--- config.mk ---
export PLATFORM = sky130hd
export DESIGN_NAME = avmm_mon_bridge
export DESIGN_NICKNAME = d
export VERILOG_FILES = /design/src/rtl/avmm_mon_bridge.sv
export SDC_FILE = /design/constraint.sdc
export NUM_CORES = 1
export LEC_CHECK = 0
export ABC_AREA = 1
export BUFFER_PORTS_ARGS = -buffer_cell sky130_fd_sc_hd__buf_2
export CORE_MARGIN = 3
export CORE_UTILIZATION = 25
export CTS_BUF_LIST = sky130_fd_sc_hd__clkbuf_8
export DETAILED_ROUTE_END_ITERATION = 16
export PLACE_DENSITY = 0.45
export REMOVE_ABC_BUFFERS = 1
export SETUP_SLACK_MARGIN = 0.15
export SLEW_MARGIN = 20
export SYNTH_ARGS = -nofsm -noshare
export SYNTH_HDL_FRONTEND = slang
export SYNTH_SLANG_ARGS = --single-unit
--- constraint.sdc ---
create_clock -name clk_clk -period 2.8 [get_ports clk_clk]
set_input_delay 0.14 -clock clk_clk [delete_from_list [all_inputs] [get_ports clk_clk]]
set_output_delay 0.14 -clock clk_clk [all_outputs]
set_load 0.005 [all_outputs]
--- src/rtl/avmm_mon_bridge.sv ---
// Avalon-MM pipeline bridge (JTAG master -> CSR space) with a two-entry command buffer,
// an outstanding-read limit, saturating traffic statistics and a sticky read-timeout flag.
module avmm_mon_bridge #(
    parameter int DATA_W      = 32,
    parameter int ADDR_W      = 24,
    parameter int BURST_W     = 1,
    parameter int MAX_PENDING = 16,
    parameter int CNT_W       = 32,
    parameter int TIMEOUT_CYC = 1024
) (
    input  logic                               clk_clk,
    input  logic                               reset_reset_n,
    input  logic [ADDR_W-1:0]                  s0_address,
    input  logic [BURST_W-1:0]                 s0_burstcount,
    input  logic [DATA_W-1:0]                  s0_writedata,
    input  logic [DATA_W/8-1:0]                s0_byteenable,
    input  logic                               s0_read,
    input  logic                               s0_write,
    input  logic                               s0_debugaccess,
    output logic                               s0_waitrequest,
    output logic [DATA_W-1:0]                  s0_readdata,
    output logic                               s0_readdatavalid,
    output logic [ADDR_W-1:0]                  m0_address,
    output logic [BURST_W-1:0]                 m0_burstcount,
    output logic [DATA_W-1:0]                  m0_writedata,
    output logic [DATA_W/8-1:0]                m0_byteenable,
    output logic                               m0_read,
    output logic                               m0_write,
    output logic                               m0_debugaccess,
    input  logic                               m0_waitrequest,
    input  logic [DATA_W-1:0]                  m0_readdata,
    input  logic                               m0_readdatavalid,
    input  logic                               stat_clr,
    output logic [CNT_W-1:0]                   stat_wr_beats,
    output logic [CNT_W-1:0]                   stat_rd_cmds,
    output logic [CNT_W-1:0]                   stat_rd_beats,
    output logic [$clog2(MAX_PENDING+1)-1:0]   stat_max_pending,
    output logic                               stat_timeout
);

    localparam int BE_W      = DATA_W / 8;
    localparam int MAX_BURST = 1 << (BURST_W - 1);
    localparam int PEND_W    = $clog2(MAX_PENDING + 1);
    localparam int SUM_W     = PEND_W + BURST_W + 1;
    localparam int IDLE_W    = $clog2(TIMEOUT_CYC + 1);
    localparam logic [SUM_W-1:0]  THRESH   = SUM_W'(MAX_PENDING - MAX_BURST);
    localparam logic [IDLE_W-1:0] IDLE_MAX = IDLE_W'(TIMEOUT_CYC);

    typedef struct packed {
        logic [ADDR_W-1:0]  address;
        logic [BURST_W-1:0] burstcount;
        logic [DATA_W-1:0]  writedata;
        logic [BE_W-1:0]    byteenable;
        logic               read;
        logic               write;
        logic               debugaccess;
    } cmd_t;

    cmd_t               s0_cmd, out_q, skid_q;
    logic               skid_full, skid_full_nxt;
    logic               out_ready, accept, rd_accept, wr_accept;
    logic [BURST_W-1:0] bc_eff;
    logic [PEND_W-1:0]  pending;
    logic [SUM_W-1:0]   pend_sum, pend_nxt;
    logic               throttle_nxt;
    logic [IDLE_W-1:0]  idle_cnt, idle_nxt;

    function automatic logic [CNT_W-1:0] sat_inc(input logic [CNT_W-1:0] v, input logic en);
        return (en && v != '1) ? v + CNT_W'(1) : v;
    endfunction

    always_comb begin
        s0_cmd = '{address: s0_address, burstcount: s0_burstcount, writedata: s0_writedata,
                   byteenable: s0_byteenable, read: s0_read, write: s0_write,
                   debugaccess: s0_debugaccess};
        accept    = (s0_read | s0_write) & ~s0_waitrequest;
        rd_accept = accept & s0_read;
        wr_accept = accept & s0_write;
        out_ready = ~(out_q.read | out_q.write) | ~m0_waitrequest;
        // Skid only ever fills behind a stalled output register, so it drains first.
        skid_full_nxt = skid_full ? ~out_ready : (accept & ~out_ready);

        bc_eff   = (s0_burstcount == '0) ? BURST_W'(1) : s0_burstcount;
        pend_sum = SUM_W'(pending) + (rd_accept ? SUM_W'(bc_eff) : '0);
        if (s0_readdatavalid && pend_sum != '0)
            pend_nxt = pend_sum - SUM_W'(1);
        else
            pend_nxt = pend_sum;
        throttle_nxt = pend_nxt > THRESH;

        if (stat_clr || pending == '0 || s0_readdatavalid)
            idle_nxt = '0;
        else if (idle_cnt != IDLE_MAX)
            idle_nxt = idle_cnt + IDLE_W'(1);
        else
            idle_nxt = idle_cnt;
    end

    always_ff @(posedge clk_clk) begin
        if (!reset_reset_n) begin
            out_q            <= '0;
            skid_q           <= '0;
            skid_full        <= 1'b0;
            s0_waitrequest   <= 1'b1;
            pending          <= '0;
            s0_readdata      <= '0;
            s0_readdatavalid <= 1'b0;
            idle_cnt         <= '0;
            stat_wr_beats    <= '0;
            stat_rd_cmds     <= '0;
            stat_rd_beats    <= '0;
            stat_max_pending <= '0;
            stat_timeout     <= 1'b0;
        end else begin
            if (skid_full) begin
                if (out_ready) out_q <= skid_q;
            end else if (accept) begin
                if (out_ready) out_q  <= s0_cmd;
                else           skid_q <= s0_cmd;
            end else if (out_ready) begin
                out_q <= '0;
            end
            skid_full        <= skid_full_nxt;
            s0_waitrequest   <= skid_full_nxt | throttle_nxt;
            pending          <= pend_nxt[PEND_W-1:0];
            s0_readdata      <= m0_readdata;
            s0_readdatavalid <= m0_readdatavalid;
            idle_cnt         <= idle_nxt;

            if (stat_clr) begin
                stat_wr_beats    <= '0;
                stat_rd_cmds     <= '0;
                stat_rd_beats    <= '0;
                stat_max_pending <= '0;
                stat_timeout     <= 1'b0;
            end else begin
                stat_wr_beats <= sat_inc(stat_wr_beats, wr_accept);
                stat_rd_cmds  <= sat_inc(stat_rd_cmds, rd_accept);
                stat_rd_beats <= sat_inc(stat_rd_beats, s0_readdatavalid);
                if (pending > stat_max_pending) stat_max_pending <= pending;
                stat_timeout  <= stat_timeout | (idle_nxt == IDLE_MAX);
            end
        end
    end

    assign m0_address     = out_q.address;
    assign m0_burstcount  = out_q.burstcount;
    assign m0_writedata   = out_q.writedata;
    assign m0_byteenable  = out_q.byteenable;
    assign m0_read        = out_q.read;
    assign m0_write       = out_q.write;
    assign m0_debugaccess = out_q.debugaccess;

endmodule

# Yosys cells after proc, flatten, opt, wreduce, memory -nomap -nowiden
# Index checks and enable logic that the tools add are counted.
dict set report word_totals {
  reg_bits 281
  latch_bits 0
  input_bits 101
  wordCells 73
  out_inout_bits 200
  romBits 0
  ramBits 0
  n_memories 0
}
dict set report classes {
  n_lt_le_gt_ge 2
  shifts 0
  multipliers 0
  mux 10
  n_reduce_logical 10
  eq_ne 5
  n_addsub 6
  div 0
  bitwise 15
}
# operator count
set ops {}
lappend ops {{64-bit two-way mux} 5}
lappend ops {{32-bit by 1-bit adder with 32-bit output (second input constant)} 3}
lappend ops {{32-bit != test (second input constant)} 3}
lappend ops {{11-bit two-way mux} 2}
lappend ops {{11-bit by 1-bit adder with 11-bit output (second input constant)} 1}
lappend ops {{11-bit == test (second input constant)} 1}
lappend ops {{11-bit != test (second input constant)} 1}
lappend ops {{7-bit by 4-bit greater-than comparator with 1-bit output (second input constant)} 1}
lappend ops {{7-bit two-way mux} 1}
lappend ops {{7-bit nonzero test} 1}
lappend ops {{6-bit by 1-bit subtractor with 7-bit output (second input constant)} 1}
lappend ops {{5-bit by 1-bit adder with 6-bit output} 1}
lappend ops {{1-bit NOT} 6}
lappend ops {{5-bit greater-than comparator} 1}
lappend ops {{5-bit zero test} 1}
lappend ops {{1-bit OR} 5}
lappend ops {{1-bit bitwise AND} 4}
lappend ops {{1-bit logical AND} 4}
lappend ops {{3-bit AND reduction} 1}
lappend ops {{1-bit logical OR} 2}
lappend ops {{1-bit two-way mux} 2}
lappend ops {{2-bit OR reduction} 1}

# Longest topological paths before layout
# Gate-level depths: netlist of the first run.
dict set report logic_depth {
  word_depth 10
  depth_mapped 18
  depth_no_buf 18
}

# Worst setup path before layout of the first run
# OpenSTA, ideal clock, no wires.
dict set report synth_path {
  path_type {register -> register}
  from {register s0_waitrequest}
  to {register pending[0]}
  period_less_slack_ns 2.076
  t_required_ns 2.730
  arrival_ns 2.007
  slack_ns 0.724
  stages_incl_launch_ff 16
  path_cell_list {dfxtp_1 a21oi_2 inv_1 nor2_1 ha_1 ha_1 nand3_1 nand2_1 nand2_1 inv_1 nand2_1 nor2_2 nand2_1 nand2_1 o21ai_0 a21oi_1}
}
dict set report synth_via {
  elab_chain_cells 8
  word_cells_on_any_way 9
}
# item line
set synth_lines {}
lappend synth_lines {{start: declaration} 20} ;# output logic s0_waitrequest,
lappend synth_lines {{start signal: assignment} 124} ;# s0_waitrequest <= skid_full_nxt | throttle_nxt;
lappend synth_lines {{1-bit NOT *} 76} ;# accept = (s0_read | s0_write) & ~s0_waitrequest;
lappend synth_lines {{1-bit bitwise AND *} 76}
lappend synth_lines {{1-bit bitwise AND *} 77} ;# rd_accept = accept & s0_read;
lappend synth_lines {{1-bit two-way mux *} 84} ;# pend_sum = SUM_W'(pending) + (rd_accept ? SUM_W'(bc_eff) : '0);
lappend synth_lines {{5-bit by 1-bit adder with 6-bit output *} 84}
lappend synth_lines {{parallel branches: the longest is 2 deep, another holds 6-bit by 1-bit subtractor with 7-bit output} -}
lappend synth_lines {{7-bit two-way mux *} 85} ;# if (s0_readdatavalid && pend_sum != '0)
lappend synth_lines {{end signal: assignment} 125} ;# pending <= pend_nxt[PEND_W-1:0];
lappend synth_lines {{end: declaration} 63} ;# logic [PEND_W-1:0] pending;
# Mark *: on every way between the ends.
# A chain may end at the register's enable or synchronous reset.

# Worst setup path in the final report of the first run
# Ends and elaborated chain as after synthesis.

==> results of run 1 <==
## cells by family after synthesis
logic type,count (synthesis),share of synthesized area [%]
compound gates,376,14.8
xor+xnor,70,4.73
fa+ha+maj,15,1.43
buf+inv,235,7.67
flops,281,42.9
simple gates,907,28.5
## sequential cells by signal, indices dropped and copies added (netlist names), 4 cells and up
| signal | count |
|---|---|
| m0_byteenable | 4 |
| s0_readdata | 32 |
| skid_q | 64 |
| pending | 5 |
| stat_rd_cmds | 32 |
| stat_wr_beats | 32 |
| m0_address | 24 |
| m0_writedata | 32 |
| idle_cnt | 11 |
| stat_max_pending | 5 |
| stat_rd_beats | 32 |
## where the power goes
| group | leakage [nW] | switching [mW] | internal (mW) |
|---|---|---|---|
| registers | 2.28 | 0.213 | 4.31 |
| clock network | 0.623 | 1.93 | 2.18 |
| logic | 4.38 | 1.40 | 0.797 |
| total | 7.28 | 3.55 | 7.29 |
## routing by layer
layer	wire, µm	vias up	global-route usage (%)	part of all wire, %
met4	768	0	3.77	1.7
met5	0	-	0	0
met3	2610	61	3.37	5.8
li1	-	6824	-	-
met2	20500	353	25.6	45
met1	21500	6164	21.3	47
## placed cells by master (no fill, tap or decap), types with 2 or more instances in the layout
cell | synthesis | routed
a21oi_1 | 277 | 277
a21oi_2 | 5 | 5
and3_1 | 3 | 3
buf_12 | 0 | 3
buf_2 | 7 | 299
buf_4 | 4 | 14
clkbuf_8 | 0 | 64
clkinv_2 | 0 | 10
dfxtp_1 | 281 | 280
dlygate4sd3_1 | 0 | 99
ha_1 | 15 | 15
inv_1 | 140 | 157
inv_2 | 6 | 8
inv_8 | 0 | 2
nand2_1 | 601 | 600
nand2_2 | 6 | 7
nand2_4 | 2 | 2
nand3_1 | 50 | 50
nand3b_1 | 5 | 5
nand4_1 | 24 | 24
nor2_1 | 153 | 152
nor2_2 | 7 | 7
nor2_4 | 4 | 5
nor3_1 | 43 | 43
nor3_2 | 3 | 3
nor3b_1 | 3 | 3
o21ai_0 | 82 | 82
o21ai_1 | 3 | 3
o21bai_1 | 3 | 3
xnor2_1 | 15 | 15
xor2_1 | 54 | 54
## stage by stage
stage               utilization (%)  std cells  total power [mW]  hold WS (ns)
floorplan                         -       1798              5.77         0.233
global placement               29.4       2794              6.70         0.322
detailed placement             29.4       2794              6.73         0.325
CTS                            33.4       2988              11.1        0.0890
global route                   33.4       2988              11.5         0.128
finish                         33.4       2988              10.8         0.153
## cell type report
| class | instances | share of cell area [%] |
|---|---|---|
| clock buffers | 64 | 5.11 |
| clock inverters | 31 | 1.06 |
| inverters | 149 | 3.26 |
| multi-input cells | 1368 | 37.6 |
| flip-flops and latches | 281 | 32.6 |
| well taps | 680 | 4.93 |
| repair buffers | 415 | 15.4 |
## what timing repair did
action                                 CTS  global route
gates resized for setup                  0             0
endpoints found under the hold margin  169             0
hold buffers                            99             0
## worst max-delay path, cell delays in order (launching register included)
cell and delay (ns):
dfxtp_1 0.32, a21oi_2 0.16, inv_1 0.08, nor2_1 0.20
ha_1 0.19, ha_1 0.20, nand3_1 0.09, nand2_1 0.09
nand2_1 0.08, inv_1 0.11, nand2_1 0.08, nor2_2 0.17
nand2_1 0.09, nand2_1 0.17, o21ai_0 0.10, a21oi_1 0.16
## how the worst max path moves through the flow
stage / slack, ns / from / end / cells after the start
CTS: 0.43 / s0_waitrequest / pending[0] / 15
floorplan: -2.52 / m0_read / skid_q[0] / 7
detailed placement: 0.41 / s0_write / pending[0] / 17
finish: 0.45 / s0_waitrequest / pending[0] / 15
global route: 0.15 / s0_waitrequest / pending[0] / 15
global placement: 0.54 / s0_write / pending[1] / 17
==> flow_summary.toml, run 1 <==
[setup_path]
r2r-end = "pending[0]"
path_class = "register to register"
crit_required_ns = 3.37
worst_ep_arrival_time_ns = 2.92
timing.rr.start = "s0_waitrequest"
rrSetupSlack_ns = 0.45
worst_setup_path_end_kind = "register"
reg2reg_depth = 15
crit_path_max_fanout = 6
start_kind = "register"

[sta]
setup_viol = 0
grt_setup_unrepaired = "no"
slew_headroom_pct = 27.3
post-route-period-util_pct = 84.1
fin_crit_ns = 2.35
maxSlewViolCount = 0
finalHoldViolCount = 0
finalSetupTns_ns = 0
fmax_mhz = 425
worst_slew_pin_slew_ns = 1.09
setup_slack_ns = 0.445
fin_worst_skew_ns = 0.0195

[cells_and_area]
multiInputGateArea_mm2 = 0.00649
antenna_cells = 0
seq_area_mm2 = 0.00563
fillCellCount = 5575
area_growth_pct = 31.5
final_layout_size_suffix_gt1_share_pct = 19.0
fin_nets = 2386
final_area_mm2 = 0.0172

[die]
die_area_mm2 = 0.0552
die_y_um = 235
fp-row-count = 83
ios = 301
die_x_um = 235
fp.coreArea_mm2 = 0.0516
initial_core_util_pct = 25.4

[global_routing]
antenna_found_initial = 0
grtUsageTotal_pct = 15.7
gr-total-overflow = 0
grt_pass1_vias = 13000
grt_max_degree = 102
grt_pass1_wl_mm = 71.3

[placed_design]
preCtsSetupSlack_ns = 0.406
gp_congestion = 0.865
dpl_cell_area_mm2 = 0.0152
portBuffers = 300
dpl.hpwl_mm = 29.7

[detailed_routing]
vias = 13400
dr.first_iter.drc_count = 838
drt_first_pass_iters = 5
routed_wl_mm = 45.4
drc = 0
detail_route.wl_per_cell_um = 15.2
ant_nets = 0
viasPerCell = 4.49

[min_path]
holdPathEnd = "stat_wr_beats[28]"
hp-class = "input pin to register"
hold_path_depth = 6
min_from = "reset_reset_n"

[synth]
synth_seq_cells = 281
synth-edff-count = 0
synth-seq-area-share_pct = 42.9
syn_avg_cell_area_um2 = 6.96
synth_top_area_share_pct = 42.9
yosys_warnings = 0
synthesis.instances = 1884
synth.distinct_cells = 41
netlist_area_mm2 = 0.0131
yosys-top-cells-count = "nand2_1, dfxtp_1, a21oi_1"
synth_top_area_cell = "dfxtp_1"
synthTopCellsByArea = "dfxtp_1, nand2_1, a21oi_1"
synthArstFlopShare_pct = 0
yosysMostFrequentCell = "nand2_1"
ys.flop_type = "dfxtp_1"

[pwr]
peakVddDrop_uv = 426
p_leak_nw = 7.28
power.density_mw_per_mm2 = 629

[clock_tree]
numCtsBuffers = 55
clock_sinks = 281
cts_setup_buffers = 0
clk_pin_slew_worst_paths_ns = 0.06
cts_root_buf = "clkbuf_8"
cts-htree-levels = 2
tritoncts = "built"
clock_path_buffers = 3
clock_latency_ns = 0.64

[status]
outcome = "completed"

[run]
maxCapViolCount = 0
(Power assumes the default switching activity.)
==> run 2: changes to the inputs <==
PLACE_DENSITY = 0.47   (was 0.45)
clock period = 1.92 ns   (was 2.8 ns; I/O delays follow)
==> run 2 against run 1 <==
The flow now finishes with violations (setup timing). Maximum frequency is 22% higher. Via count is 7.2% higher. Combinational power is 98% higher. Utilization is 4.6 points higher. Clock power is 36% higher. Sequential cell count stayed put. Routed wire length is 7.2% higher. Final cell count is 5.3% higher. First-iteration DRC count is 3.0% lower. Die area stayed put. Sequential power is 46% higher. Critical path type unchanged. Critical endpoint is now s0_waitrequest. Largest power group unchanged.
==> flow_summary.toml, run 2 (synthesized netlist as in run 1, its figures left out) <==
[detailed_routing]
ant_nets = 0
viasPerCell = 4.57
dr.first_iter.drc_count = 813
vias = 14400
detail_route.wl_per_cell_um = 15.5
drc = 0
routed_wl_mm = 48.7
drt_first_pass_iters = 5

[die]
die_y_um = 235
ios = 301
fp-row-count = 83
initial_core_util_pct = 25.4
fp.coreArea_mm2 = 0.0516
die_area_mm2 = 0.0552
die_x_um = 235

[setup_path]
r2r-end = "s0_waitrequest"
startpoint = "s0_waitrequest"
reg2reg_depth = 14
timing.rr.start = "s0_waitrequest"
path_class = "register to register"
start_kind = "register"
crit_path_max_fanout = 4
worst_ep_arrival_time_ns = 2.44
rrSetupSlack_ns = -0.01
worst_setup_path_end_kind = "register"
crit_required_ns = 2.43

[sta]
finalHoldViolCount = 0
setup_viol = 1
maxSlewViolCount = 0
fin_worst_skew_ns = 0.0410
fin_crit_ns = 1.93
post-route-period-util_pct = 101
worst_slew_pin_slew_ns = 0.513
grt_setup_unrepaired = "yes"
finalSetupTns_ns = -0.0131
setup_slack_ns = -0.0131
holdWs_ns = 0.194
fmax_mhz = 517
slew_headroom_pct = 65.8

[global_routing]
gr-total-overflow = 0
grt_pass1_wl_mm = 75.5
antenna_found_initial = 0
grt_pass1_vias = 14100
grtUsageTotal_pct = 16.5
grt_max_degree = 102

[cells_and_area]
area_growth_pct = 49.6
top_register = "skid_q"
largest_reg_flops = 64
final_area_mm2 = 0.0196
layout_commonest_cell = "nand2_1"
final_layout_size_suffix_gt1_share_pct = 30.0
antenna_cells = 0
fin_nets = 2549
fillCellCount = 5341
mostFrequentLayoutCells = "nand2_1, buf_2, a21oi_1, dfxtp_1, inv_1"

[clock_tree]
clock_latency_ns = 0.64
cts_root_buf = "clkbuf_8"
numCtsBuffers = 55
clock_path_buffers = 3
tritoncts = "built"
clk_pin_slew_worst_paths_ns = 0.06
cts-htree-levels = 2
clock_sinks = 281

[min_path]
hold_path_depth = 4
hp-class = "input pin to register"
holdPathEnd = "s0_readdata[8]"
min_from = "m0_readdata[8]"

[placed_design]
portBuffers = 300
dpl_cell_area_mm2 = 0.0160
preCtsSetupSlack_ns = -0.206
gp_congestion = 0.877
dpl.hpwl_mm = 31.0

[pwr]
power.density_mw_per_mm2 = 845
p_leak_nw = 8.45
peakVddDrop_uv = 557

[status]
violations = "setup timing"
outcome = "complete, but fails checks"

[run]
maxCapViolCount = 0
run 2: cell types whose count changed in the layout (fill, tap and decap cells not counted), sizes merged, moves of 2 or more:
cell and change:
dlygate4sd3 +32, buf +121, inv +5, nand2 +2, clkinvlp +2, a21oi +2, clkbuf +3, clkinv -7
run 2: worst max-delay path by stage:
stage               depth (start not counted)             end
detailed placement                         15      pending[1]
finish                                     14  s0_waitrequest
global route                               17  s0_waitrequest
CTS                                        15  s0_waitrequest
floorplan                                   7       skid_q[0]
global placement                           17  s0_waitrequest
run 2: cell type report:
cell class	instances	area (µm²)	area share [%]
multi-input cells	1372	7290	37.2
flip-flops and latches	281	5680	29.0
repair buffers	573	4200	21.4
clock buffers	62	853	4.35
well taps	680	851	4.34
inverters	149	597	3.04
clock inverters	29	136	0.696
repair inverters	1	7.51	0.0383
run 2: timing repair:
item,4_1_cts,5_1_grt
pin swaps,21,82
hold buffers,131,0
setup endpoints to repair,98,107
endpoints found under the hold margin,193,0
cloned,2,10
resized for setup,58,199
setup buffers,9,21
run 2: stage by stage:
stage | power [mW] | std cells | utilization, %
floorplan | 8.42 | 1798 | -
global placement | 10.2 | 2883 | 31.0
detailed placement | 10.2 | 2883 | 31.0
CTS | 16.5 | 3116 | 36.1
global route | 17.6 | 3147 | 38.0
finish | 16.6 | 3147 | 38.0
run 2: worst max-delay path, stage by stage, from the launching register on:
cell and delay [ns]:
dfxtp_2 0.32, a21oi_2 0.13, inv_2 0.07, nor2_4 0.12, buf_6 0.12, ha_4 0.12
nand3_4 0.09, xor2_4 0.20, nand2_2 0.10, nor2_4 0.17, a21boi_4 0.10, nand2_1 0.07
nand2_1 0.05, nor2_1 0.08, nand2_1 0.07
run 2: per-layer routing:
metal	vias up	track usage [%]	routed length (µm)
met3	102	3.66	3070
met5	-	0	0
met2	425	27.4	22500
met1	6684	21.6	21900
met4	0	4.53	1230
li1	7160	-	-
run 2: power breakdown:
group | leakage (nW) | switching [mW] | internal (mW)
clock | 0.599 | 2.69 | 2.92
sequential | 2.30 | 0.299 | 6.31
combinational | 5.54 | 2.52 | 1.82
